==> src/rtl/div_unit_pkg.sv <==
// Shared definitions for the divide unit: FSM state encodings, iteration count
// and the controller StallBus width.
`timescale 1ns/1ps
package div_unit_pkg;

  typedef enum logic [1:0] {
    IDLE    = 2'd0,
    DIVZERO = 2'd1,
    ON      = 2'd2,
    END     = 2'd3
  } div_state_e;

  localparam int DIV_ITERS   = 32;
  localparam int DIV_CNT_W   = $clog2(DIV_ITERS);
  localparam int STALL_BUS_W = 5;

endpackage

==> src/rtl/div_unit.sv <==
// Multi-cycle 32-bit signed/unsigned divider: radix-2 restoring, one quotient
// bit per cycle, stalls the EX stage while busy.
`timescale 1ns/1ps
module div_unit
  import div_unit_pkg::*;
(
  input  logic        clk,
  input  logic        resetn,
  input  logic        flush,
  input  logic        div_valid,
  input  logic        div_signed,
  input  logic [31:0] dividend,
  input  logic [31:0] divisor,
  output logic [31:0] result_lo,
  output logic [31:0] result_hi,
  output logic        result_ready,
  output logic        stall_for_ex
);

  localparam logic [DIV_CNT_W-1:0] LAST_STEP = DIV_CNT_W'(DIV_ITERS - 1);

  div_state_e           state;
  div_state_e           state_next;
  logic [DIV_CNT_W-1:0] count;
  logic [64:0]          acc;
  logic [31:0]          divisor_abs;
  logic                 quot_neg;
  logic                 rem_neg;

  logic        accept;
  logic [31:0] dividend_in_abs;
  logic [31:0] divisor_in_abs;
  logic [64:0] shifted;
  logic [32:0] diff;
  logic [64:0] acc_step;
  logic [31:0] quot_fix;
  logic [31:0] rem_fix;
  logic        unused_acc_msb;

  assign accept = (state == IDLE) && div_valid && !flush;

  assign dividend_in_abs = (div_signed && dividend[31]) ? (32'd0 - dividend) : dividend;
  assign divisor_in_abs  = (div_signed && divisor[31])  ? (32'd0 - divisor)  : divisor;

  // Restoring step: shift in, trial-subtract, keep the difference if it did not borrow
  assign shifted  = acc << 1;
  assign diff     = shifted[64:32] - {1'b0, divisor_abs};
  assign acc_step = diff[32] ? shifted : {diff, shifted[31:1], 1'b1};

  assign quot_fix       = quot_neg ? (32'd0 - acc_step[31:0])  : acc_step[31:0];
  assign rem_fix        = rem_neg  ? (32'd0 - acc_step[63:32]) : acc_step[63:32];
  assign unused_acc_msb = acc_step[64];

  always_ff @(posedge clk or negedge resetn) begin
    if (!resetn) begin
      state       <= IDLE;
      count       <= '0;
      acc         <= '0;
      divisor_abs <= '0;
      quot_neg    <= 1'b0;
      rem_neg     <= 1'b0;
      result_lo   <= '0;
      result_hi   <= '0;
    end else begin
      state <= state_next;
      if (accept) begin
        acc         <= {33'd0, dividend_in_abs};
        divisor_abs <= divisor_in_abs;
        count       <= '0;
        quot_neg    <= div_signed && (dividend[31] ^ divisor[31]);
        rem_neg     <= div_signed && dividend[31];
      end else if (state == ON && !flush) begin
        acc   <= acc_step;
        count <= count + 1'b1;
        if (count == LAST_STEP) begin
          result_lo <= quot_fix;
          result_hi <= rem_fix;
        end
      end else if (state == DIVZERO && !flush) begin
        result_lo <= '0;
        result_hi <= '0;
      end
    end
  end

  always_comb begin
    state_next   = state;
    result_ready = 1'b0;
    stall_for_ex = 1'b0;
    if (flush) begin
      state_next = IDLE;
    end else begin
      case (state)
        IDLE: begin
          stall_for_ex = div_valid;
          if (div_valid) state_next = (divisor == 32'd0) ? DIVZERO : ON;
        end
        ON: begin
          stall_for_ex = 1'b1;
          if (count == LAST_STEP) state_next = END;
        end
        DIVZERO: begin
          stall_for_ex = 1'b1;
          state_next   = END;
        end
        END: begin
          result_ready = 1'b1;
          state_next   = IDLE;
        end
        default: state_next = IDLE;
      endcase
    end
  end

endmodule

==> config.mk <==
export PLATFORM = sky130hd
export DESIGN_NAME = div_unit
export DESIGN_NICKNAME = d
export VERILOG_FILES = /design/src/rtl/div_unit_pkg.sv /design/src/rtl/div_unit.sv
export SDC_FILE = /design/constraint.sdc
export NUM_CORES = 1
export LEC_CHECK = 0
export BUFFER_PORTS_ARGS = -buffer_cell sky130_fd_sc_hd__buf_4
export CAP_MARGIN = 20
export CORE_AREA = 2 2 171 123
export CTS_CLUSTER_DIAMETER = 30
export CTS_CLUSTER_SIZE = 24
export DETAILED_ROUTE_END_ITERATION = 8
export DIE_AREA = 0 0 173 125
export PLACE_DENSITY = 0.84
export SYNTH_ARGS = -nofsm -noshare
export SYNTH_HDL_FRONTEND = slang
export SYNTH_SLANG_ARGS = --single-unit
==> constraint.sdc <==
create_clock -name clk -period 5.45 [get_ports clk]
set_input_delay 0.2725 -clock clk [delete_from_list [all_inputs] [get_ports clk]]
set_output_delay 0.2725 -clock clk [all_outputs]
set_load 0.03 [all_outputs]
==> impl_results.md, run 1 <==
* Clk pin slew, worst setup/hold paths at 70 ps
* Die W at 173 um
* # DRC at 0
* Family with the most delay on the worst path: simple AND/OR/NAND/NOR gates
* Met3 GRT Util at 0.1144
* Antenna violations before repair at 0
* Max Slew Vio Count at 0
* Peak VDD IR at 0.0002843 V
* Routed Antenna Nets at 0
* Multi-input logic area at 7062 sq um
* Core area at about 20000 sq um
* Critical path cell sequence: inv_1 > ha_1 > inv_1 > fa_1 > a211oi_2 > o31a_4 > a2111oi_2 > or3_4 > a31oi_4 > xnor2_2 > inv_1 > mux2i_1 > ha_1 > nand4b_1 > nor3_1 > nor2_1 > nor4b_2 > mux2i_1 > nand2_1
* Routed wire per std cell at 19.16 um
* Post-synthesis async set-or-reset flop share at 1.000
* EDFF count, synth at 0
* Final Non-Filler Cells at 1806
* Vias in the first global route at roughly 10000
* Fmax achieved at 210.6 MHz
* Slowest stage cell, crit path: dfrtp_1
* Post-synth top area share at 0.3589
* Final nets at 1630
* Placer Congestion at 1.011
* RR Startpoint: acc[31]$_DFFE_PN0P_
* Initial Utilization at 0.5848
* Ant diodes at 0
* Hold WC Path Type: primary input to register
* Critical path class: register to register
* Gr busiest metal: met1
* Router iterations before antenna repair at 5
* Predominant post-synthesis flop cell: dfrtp_1
* Clk_lat worst skew at 440 ps
* CP endpoint kind: register
* M2 GR Usage at 0.4099
* Final Util at 0.6731
* Status: complete, no violations
* Final-layout fill cell count at 1674
* Setup-failing EPs final at 0
* Routing usage on met1 at 0.5099
* Port bufs at 134
* H-tree Lvls at 4
* First-pass GRT wire length at 54680 um
* Slew @ Worst Pin at ~910 ps
* Max-cap violations at 0
* Largest net degree at the start of global routing at 98
* CP max stage delay at 420 ps
* Crit path max fanout at 13
* Hold slack at 132.4 ps
* RSZ-0062 raised after global routing: false
* Layout area overhead at 15.09%
* WP buf/inv at 3
* Register Area at roughly 4200 sq um
* Synthesis Warnings at 0
* Reg2reg end: result_hi[24]$_DFFE_PN0P_
* Reg2reg path depth at 19
* Post-placement cell count at 1772
* Worst hold path depth at 3
* Final period util at 0.8714
* Setup crit start kind: register
* Post-synthesis cell type count at 73
* Register bit total from synthesis at 169
* Iteration-0 DRC Markers at 1205
* Root Buffer: clkbuf_16
* Mapped Cells at ~1400
* Syn Area/Cell at 8.269 sq um
* Final Skew at about 10 ps
* CTS buffer count at 17
* Top cells by area, synth: dfrtp_1 (36%), o21ai_0 (8.7%), nand2_1 (6.5%), xor2_1 (5.9%), xnor2_1 (5.2%)
* Setup TNS at 0 ps
* Critical Path RT at 5770 ps
* DR vias at 11210
* Final wirelength at roughly 35000 um
* Clock sink count at 169
* R2R Setup Slk at 700 ps
* Die area at 21630 sq um
* I/O pin total at roughly 140
* CP most frequent cell: inv_1
* Final HPWL from detailed placement at 26280 um
* Syn Nets at ~1500
* Hold path start: divisor[1]
* Cell Rows at 44
* Ratio of cells with drive above 1 in the final layout at 0.1333
* CTS tree: yes
* Hold worst-path end: divisor_abs[1]$_DFFE_PN0P_
* Max Buffers Root-to-Sink at 2
* Mapped cell area at roughly 12000 sq um
* Post-DP Area at between 10000 and 15000 sq um
* Gr ovfl total at 0
* Post-route cell area at 13560 sq um
* Final Critical Period at 4749 ps
* Worst slew margin at 0.3929
* Crit path from: acc[31]$_DFFE_PN0P_
* Sequential share of the synthesized area at 0.3589
* WP data arrival at 5070 ps
* Tot GR Track Use at 0.3194
* Endpoints failing hold at 0
* P_leak at 6.114 nW
* Detailed-route vias per instance at 6.207
* Die span in y at around 130 um
* Leading area contributor after synthesis: dfrtp_1
* PwrDens at 407.4 nW/um^2
-- cell usage in the layout (no fill, tap or decap), types with 7 or more instances in the layout --
cell and n:
dfrtp_1 169, nor2_1 86, or4_1 9, inv_1 53
nand2b_1 20, clkbuf_16 17, xnor2_1 69, nand2_1 204
xor2_1 79, a21o_1 11, a21oi_1 83, o21ai_0 204
o41ai_1 12, mux2i_1 25, o21ai_1 8, a22o_1 7
a31oi_1 9, and3_1 14, and2_1 10, nor4_1 15
nor2b_1 7, nand3_1 16, nand4_1 11, or3_1 9
buf_4 144, a22oi_1 27, ha_1 43, nor3_1 33
o31ai_1 26
-- metal layers --
layer  vias up  part of all wire
li1       5265                 -
met1      5325              0.48
met2       591              0.38
met3        28              0.12
met4         0            0.0097
met5         -                 0
-- cells by family (layout without fill, tap and decap cells) --
| family | Yosys count | after routing | synth area share |
|---|---|---|---|
| fa+ha+maj | 44 | 44 | 0.04736 |
| flops | 169 | 169 | 0.3589 |
| simple gates | 459 | 459 | 0.1820 |
| buf+inv | 127 | 232 | 0.04343 |
| xor+xnor | 149 | 149 | 0.1107 |
| compound gates | 449 | 449 | 0.2335 |
| mux | 28 | 28 | 0.02410 |
-- timing repair --
| action | 4_1_cts | 5_1_grt |
|---|---|---|
| setup buffers | 0 | 0 |
| resized for setup | 0 | 0 |
| hold buffers | 1 | 0 |
| endpoints found under the hold margin | 87 | 0 |
-- flip-flops by register name, indices dropped and copies added (netlist names) --
signal / flops
divisor_abs: 32
count: 5
result_lo: 32
rem_neg: 1
result_hi: 32
acc: 64
quot_neg: 1
state: 2
-- Yosys cell counts (10+ instances only) --
cell / instances
mux2i_1: 25
nor3_1: 33
nand3_1: 16
nand2b_1: 20
a21oi_1: 84
xor2_1: 79
o41ai_1: 12
o21ai_0: 204
nand4_1: 11
o31ai_1: 26
and2_1: 10
a22oi_1: 27
dfrtp_1: 169
inv_1: 53
ha_1: 43
a21o_1: 11
xnor2_1: 70
clkbuf_1: 59
nor4_1: 15
nor2_1: 87
and3_1: 14
nand2_1: 204
-- worst max path at each step --
stage	to	cells past startpoint
finish	result_hi[24]$_DFFE_PN0P_	19
global route	result_hi[31]$_DFFE_PN0P_	17
CTS	result_hi[24]$_DFFE_PN0P_	19
detailed placement	result_hi[24]$_DFFE_PN0P_	19
global placement	result_hi[24]$_DFFE_PN0P_	20
floorplan	result_hi[24]$_DFFE_PN0P_	22
-- per-stage QoR --
stage,worst slack (ps),total power (W)
global placement,1040,0.004102
detailed placement,889.0,0.004177
CTS,771.7,0.005428
floorplan,1006,0.003426
global route,448.6,0.005846
finish,700.9,0.005525
-- power by group --
part	internal, W	leakage (nW)	switching (W)	total, W
clock	0.000701	0.292	0.000551	0.00125
sequential	0.00150	2.26	0.000366	0.00187
combinational	0.000856	3.56	0.00155	0.00241
total	0.00306	6.11	0.00247	0.00553
-- worst register-to-register path: cells and delay by family, from the launching register on --
kind / cells / cell delay, ps
and+or+nand+nor: 6 / 1350
adders and majority gates: 3 / 880
AOI/OAI and AO/OA: 4 / 770
muxes: 2 / 630
buffers and inverters: 3 / 490
DFF: 1 / 420
xor gates and xnor gates: 1 / 90
-- cell type report --
cell class | instances | share of cell area
multi-input cells | 1129 | 0.5207
clock buffers | 19 | 0.03266
clock inverters | 13 | 0.01135
well taps | 276 | 0.02546
flip-flops and latches | 169 | 0.3118
repair buffers | 147 | 0.08331
inverters | 53 | 0.01467
Power figures use the tool's default switching activity.
==> run 2, diff against run 1 <==
Settings changed: CORE_AREA 2 2 171 123 to 2 2 240 171, DIE_AREA 0 0 173 125 to 0 0 242 173, PLACE_DENSITY 0.84 to 0.49.
==> impl_results.md, run 2 (synthesis gave the netlist of run 1 again) <==
* Antenna violations before repair at 0 (unchanged)
* Setup-failing EPs final at 0 (unchanged)
* WP data arrival at 5020 ps (-50 ps)
* Reg2reg path depth at 20 (+1)
* Clk_lat worst skew at 460 ps (+20 ps)
* Final-layout fill cell count at 4182 (+150%)
* Critical path cell sequence: inv_1 > ha_1 > inv_1 > fa_1 > a211oi_2 > o31a_4 > a2111oi_2 > or3_4 > a31oi_4 > xnor2_2 > inv_1 > mux2i_1 > ha_1 > inv_1 > nor2_1 > and4_1 > nor2_1 > nor4b_2 > mux2i_1 > nand2_1
* Port bufs at 134 (unchanged)
* Final wirelength at 39070 um (+13%)
* Fmax achieved at 213.5 MHz (+1.4%)
* Worst slew margin at 0.4068 (+0.01398)
* Gr ovfl total at 0 (unchanged)
* RSZ-0062 raised after global routing: false
* DR vias at 10700 (-4.5%)
* Clock sink count at 169 (unchanged)
* Crit path max fanout at 14 (+1)
* Endpoints failing hold at 0 (unchanged)
* PwrDens at 394.3 nW/um^2 (-3.2%)
* Largest net degree at the start of global routing at 88 (-10%)
* Initial Utilization at 0.2992 (-0.2856)
* RR Startpoint: acc[31]$_DFFE_PN0P_
* Peak VDD IR at 0.0002506 V (-12%)
* CTS buffer count at 17 (unchanged)
* Die span in y at 173 um (+38%)
* Final period util at 0.8592 (-0.01217)
* H-tree Lvls at 4 (unchanged)
* R2R Setup Slk at 770 ps (+70 ps)
* Hold WC Path Type: primary input to register
* Hold path start: divisor[1]
* Critical Path RT at 5790 ps (+20 ps)
* P_leak at 6.125 nW (+0.18%)
* Final HPWL from detailed placement at 30450 um (+16%)
* CP most frequent cell: inv_1
* Max Slew Vio Count at 0 (unchanged)
* Setup TNS at 0 ps (unchanged)
* CP endpoint kind: register
* CTS tree: yes
* Max Buffers Root-to-Sink at 2 (unchanged)
* Worst hold path depth at 3 (unchanged)
* Layout area overhead at 18.00%
* Reg2reg end: result_hi[24]$_DFFE_PN0P_
* Final Skew at 16.65 ps (+6.268 ps)
* CP max stage delay at 420 ps (about the same)
* Cell Rows at 61 (+39%)
* Post-place setup slack at 798.8 ps (-90.21 ps)
* Clk pin slew, worst setup/hold paths at 80 ps (about the same)
* Critical path class: register to register
* Crit path from: acc[31]$_DFFE_PN0P_
* Post-route cell area at 13900 sq um (+2.5%)
* Status: complete, no violations
* Post-DP Area at 13250 sq um (+2.5%)
* Ant diodes at 0 (unchanged)
* Largest Register: acc
* First-pass GRT wire length at 60510 um (+11%)
* Max reg flops at 64 (unchanged)
* Max-cap violations at 0 (unchanged)
* Slew @ Worst Pin at 889.8 ps (-20.96 ps)
* Vias in the first global route at 9747 (-2.8%)
* Slowest stage cell, crit path: dfrtp_1
* Final nets at 1632 (+0.12%)
* Ratio of cells with drive above 1 in the final layout at 0.1351 (+0.001784)
* Placer Congestion at 0.8795 (-13%)
* Core area at 39380 sq um (+95%)
* Routed wire per std cell at 18.90 um (-1.3%)
* Iteration-0 DRC Markers at 993 (-18%)
* Detailed-route vias per instance at 5.178 (-17%)
* Final Critical Period at 4683 ps (-66.34 ps)
* Most frequent cells in the layout: nand2_1 (204), o21ai_0 (204), dfrtp_1 (169), buf_4 (144), nor2_1 (86)
* Die area at 41870 sq um (+94%)
* Root Buffer: clkbuf_16
* Smallest setup slack after layout at 767.2 ps (+66.34 ps)
* Family with the most delay on the worst path: simple AND/OR/NAND/NOR gates
* Router iterations before antenna repair at 5 (unchanged)
* WP buf/inv at 4 (+1)
* Setup crit start kind: register
* Routed Antenna Nets at 0 (unchanged)
* I/O pin total at 135 (unchanged)
* # DRC at 0 (unchanged)
* Tot GR Track Use at 0.1861 (-0.1334)
* Die W at 242 um (+40%)
* Post-CTS setup buffer count at 0 (unchanged)
* Hold worst-path end: divisor_abs[1]$_DFFE_PN0P_
-- run 2: cell count changes in the layout (fill, tap and decap cells not counted) --
cell	previous run	this run
inv_8	1	4
bufinv_16	2	0
clkinv_8	0	2
buf_16	1	2
buf_6	1	2
clkbuf_1	1	0
clkbuf_8	1	0
inv_6	6	5
-- run 2: power breakdown --
group	internal [W]	total, W	switching (W)	leakage [nW]
clock	0.000611	0.00122	0.000608	0.282
sequential	0.00150	0.00182	0.000323	2.26
combinational	0.000861	0.00244	0.00158	3.58
total	0.00297	0.00548	0.00251	6.13
-- run 2: layout make-up --
type | instances | area [sq um] | share of cell area
clock buffer | 17 | 425.4 | 0.03059
clock inverter | 15 | 151.4 | 0.01089
inverter | 53 | 198.9 | 0.01431
multi-input combinational | 1129 | 7062 | 0.5079
sequential | 169 | 4229 | 0.3041
tap | 535 | 669.4 | 0.04814
timing repair buffer | 149 | 1169 | 0.08405
-- run 2: per-stage QoR --
| stage | instances | total power, W | hold WS [ps] | util |
|---|---|---|---|---|
| after detailed placement | 2031 | 0.004239 | 419.5 | 0.3365 |
| after global routing | 2067 | 0.005882 | 105.0 | 0.3531 |
| after global placement | 2031 | 0.004228 | 422.7 | 0.3365 |
| final | 2067 | 0.005482 | 115.7 | 0.3531 |
| after CTS | 2064 | 0.005475 | 98.67 | 0.3514 |
| after floorplan | 1425 | 0.003426 | -23.09 | - |
-- run 2: worst reg2reg max path, stage by stage (launching register included) --
cell and delay (ps):
dfrtp_1 420, inv_1 90, ha_1 170, inv_1 50, fa_1 410, a211oi_2 260, o31a_4 220, a2111oi_2 80
or3_4 390, a31oi_4 240, xnor2_2 100, inv_1 370, mux2i_1 340, ha_1 290, inv_1 90, nor2_1 130
and4_1 210, nor2_1 90, nor4b_2 340, mux2i_1 220, nand2_1 60
-- run 2: how the worst max path moves through the flow --
| stage | endpoint | cells past startpoint | slack, ps |
|---|---|---|---|
| finish | result_hi[24]$_DFFE_PN0P_ | 20 | 770 |
| global route | result_hi[24]$_DFFE_PN0P_ | 20 | 360 |
| global placement | result_hi[31]$_DFFE_PN0P_ | 17 | 880 |
| CTS | result_hi[31]$_DFFE_PN0P_ | 17 | 770 |
| floorplan | result_hi[24]$_DFFE_PN0P_ | 22 | 1010 |
| detailed placement | result_hi[24]$_DFFE_PN0P_ | 20 | 800 |
-- run 2: metal layers --
metal  vias to the layer above  global-route usage  part of all wire
met5                         -                   0                 0
met4                         0             0.03215            0.0069
met3                        17             0.04284             0.064
met2                       299              0.2239              0.36
met1                      5110              0.3186              0.57
li1                       5276                   -                 -
-- run 2: what timing repair did --
| action | in CTS | in global routing |
|---|---|---|
| resized for setup | 0 | 0 |
| hold buffers | 1 | 0 |
| endpoints found under the hold margin | 85 | 0 |
==> run 3, diff against run 2 <==
Settings changed: CORE_AREA 2 2 240 171 to 2 2 187 134, DIE_AREA 0 0 242 173 to 0 0 189 136, PLACE_DENSITY 0.49 to 0.72.
==> impl_results.md, run 3 (synthesis gave the netlist of run 1 again) <==
* Clk_lat worst skew at 450 ps (about the same)
* CTS buffer count at 17 (unchanged)
* Setup TNS at 0 ps (unchanged)
* Routed wire per std cell at 18.85 um (-0.27%)
* Routed Antenna Nets at 0 (unchanged)
* Iteration-0 DRC Markers at 1067 (+7.5%)
* Critical path cell sequence: inv_1 > ha_1 > inv_1 > fa_1 > a211oi_2 > o31a_4 > a2111oi_2 > or3_4 > a31oi_4 > xnor2_2 > inv_1 > mux2i_1 > ha_1 > nand4b_1 > nor3_1 > nor2_1 > nor4b_2 > mux2i_1 > nand2_1
* I/O pin total at 135 (unchanged)
* First-pass GRT wire length at 54790 um (-9.4%)
* Critical Path RT at 5790 ps (about the same)
* Layout area overhead at 15.77%
* Placer Congestion at 0.9493 (+7.9%)
* Die span in y at 136 um (-21%)
* RSZ-0062 raised after global routing: false
* Fmax achieved at 214.0 MHz (+0.22%)
* Crit path max fanout at 15 (+1)
* Hold WC Path Type: primary input to register
* Antenna violations before repair at 0 (unchanged)
* Largest net degree at the start of global routing at 78 (-11%)
* P_leak at 6.118 nW (-0.11%)
* Critical path class: register to register
* Tot GR Track Use at 0.2745 (+0.08839)
* Status: complete, no violations
* Detailed-route vias per instance at 5.873 (+13%)
* Setup-failing EPs final at 0 (unchanged)
* Clock sink count at 169 (unchanged)
* Ratio of cells with drive above 1 in the final layout at 0.1340 (-0.001131)
* Most frequent cells in the layout: nand2_1 (204), o21ai_0 (204), dfrtp_1 (169), buf_4 (144), nor2_1 (86)
* WP data arrival at 5010 ps (about the same)
* Hold slack at 118.9 ps (+3.205 ps)
* Port bufs at 134 (unchanged)
* Largest Register: acc
* Max reg flops at 64 (unchanged)
* Max Buffers Root-to-Sink at 2 (unchanged)
* PwrDens at 405.2 nW/um^2 (+2.8%)
* Clk pin slew, worst setup/hold paths at 80 ps (about the same)
* Post-CTS setup buffer count at 0 (unchanged)
* WP buf/inv at 3 (-1)
* Final Skew at 16.80 ps (+0.1500 ps)
* Core area at 24080 sq um (-39%)
* Slew @ Worst Pin at 985.5 ps (+95.72 ps)
* Setup crit start kind: register
* Max Slew Vio Count at 0 (unchanged)
* Family with the most delay on the worst path: simple AND/OR/NAND/NOR gates
* Final HPWL from detailed placement at 26780 um (-12%)
* Final nets at 1630 (-0.12%)
* H-tree Lvls at 4 (unchanged)
* CP endpoint kind: register
* Initial Utilization at 0.4893 (+0.1901)
* CP most frequent cell: inv_1
* # DRC at 0 (unchanged)
* Final Critical Period at 4673 ps (-10.15 ps)
* Die area at 25700 sq um (-39%)
* Final period util at 0.8574 (-0.001862)
* Die W at 189 um (-22%)
* Max-cap violations at 0 (unchanged)
* CP max stage delay at 420 ps (about the same)
* CTS tree: yes
* Gr ovfl total at 0 (unchanged)
* Ant diodes at 0 (unchanged)
* Worst slew margin at 0.3430 (-0.06381)
* DR vias at 10890 (+1.8%)
* Register Area at 4229 sq um (unchanged)
* Final-layout fill cell count at 2247 (-46%)
* Router iterations before antenna repair at 6 (+1)
* Slowest stage cell, crit path: dfrtp_1
* Multi-input logic area at 7062 sq um (unchanged)
* Final wirelength at 34960 um (-11%)
* Peak VDD IR at 0.0002553 V (+1.9%)
* Vias in the first global route at 9646 (-1.0%)
* Root Buffer: clkbuf_16
* Cell Rows at 48 (-21%)
* Endpoints failing hold at 0 (unchanged)
## run 3: cell types whose count changed in the layout (fill, tap and decap cells not counted), sizes merged
cell / previous run / this run
buf: 148 / 146
clkinv: 5 / 6
inv: 62 / 61
## run 3: tightest hold or removal path, stage by stage
cell	delay (ps)
buf_4	90
xnor2_1	100
o21ai_0	60
## run 3: path summary, 6_finish.rpt
kind	startpoint	end	slack (ps)	depth (start not counted)
setup / recovery	acc[31]$_DFFE_PN0P_	result_hi[24]$_DFFE_PN0P_	780	19
min in group asynchronous	resetn	divisor_abs[5]$_DFFE_PN0P_	330	2
hold / removal	divisor[15]	divisor_abs[15]$_DFFE_PN0P_	120	3
hold reg to reg	divisor_abs[26]$_DFFE_PN0P_	divisor_abs[26]$_DFFE_PN0P_	480	2
setup reg to reg	acc[31]$_DFFE_PN0P_	result_hi[24]$_DFFE_PN0P_	780	19
max in group asynchronous	resetn	acc[45]$_DFFE_PN0P_	3750	3
## run 3: metrics by stage
step | util | instance area (sq um) | worst slack, ps | power [W] | cells
floorplan | - | 11780 | 1006 | 0.003426 | 1425
global placement | 0.5393 | 12990 | 1011 | 0.004144 | 1821
detailed placement | 0.5393 | 12990 | 870.0 | 0.004185 | 1821
CTS | 0.5653 | 13610 | 826.1 | 0.005460 | 1854
global route | 0.5664 | 13640 | 481.8 | 0.005863 | 1855
finish | 0.5664 | 13640 | 777.3 | 0.005527 | 1855
## run 3: repair_timing
action,in CTS,in global routing
hold buffers,1,0
resized for setup,0,0
endpoints found under the hold margin,50,0
## run 3: per-layer routing
layer / wire, um / part of all wire / track usage / up-vias
li1: - / - / - / 5269
met1: 18280 / 0.52 / 0.4628 / 5098
met2: 12860 / 0.37 / 0.3378 / 501
met3: 3582 / 0.10 / 0.07383 / 26
met4: 245 / 0.0070 / 0.04123 / 0
met5: 0 / 0 / 0 / -
## run 3: where the power goes
part | total [W] | internal, W | switching (W)
clock | 0.00127 | 0.000627 | 0.000640
combinational | 0.00242 | 0.000860 | 0.00156
sequential | 0.00184 | 0.00150 | 0.000339
total | 0.00553 | 0.00299 | 0.00254
## run 3: final cells by class
| cell class | instances | share of cell area |
|---|---|---|
| multi-input cells | 1129 | 0.5177 |
| flip-flops and latches | 169 | 0.3100 |
| repair buffers | 147 | 0.08282 |
| clock buffers | 17 | 0.03118 |
| well taps | 325 | 0.02981 |
| inverters | 53 | 0.01458 |
| clock inverters | 15 | 0.01394 |
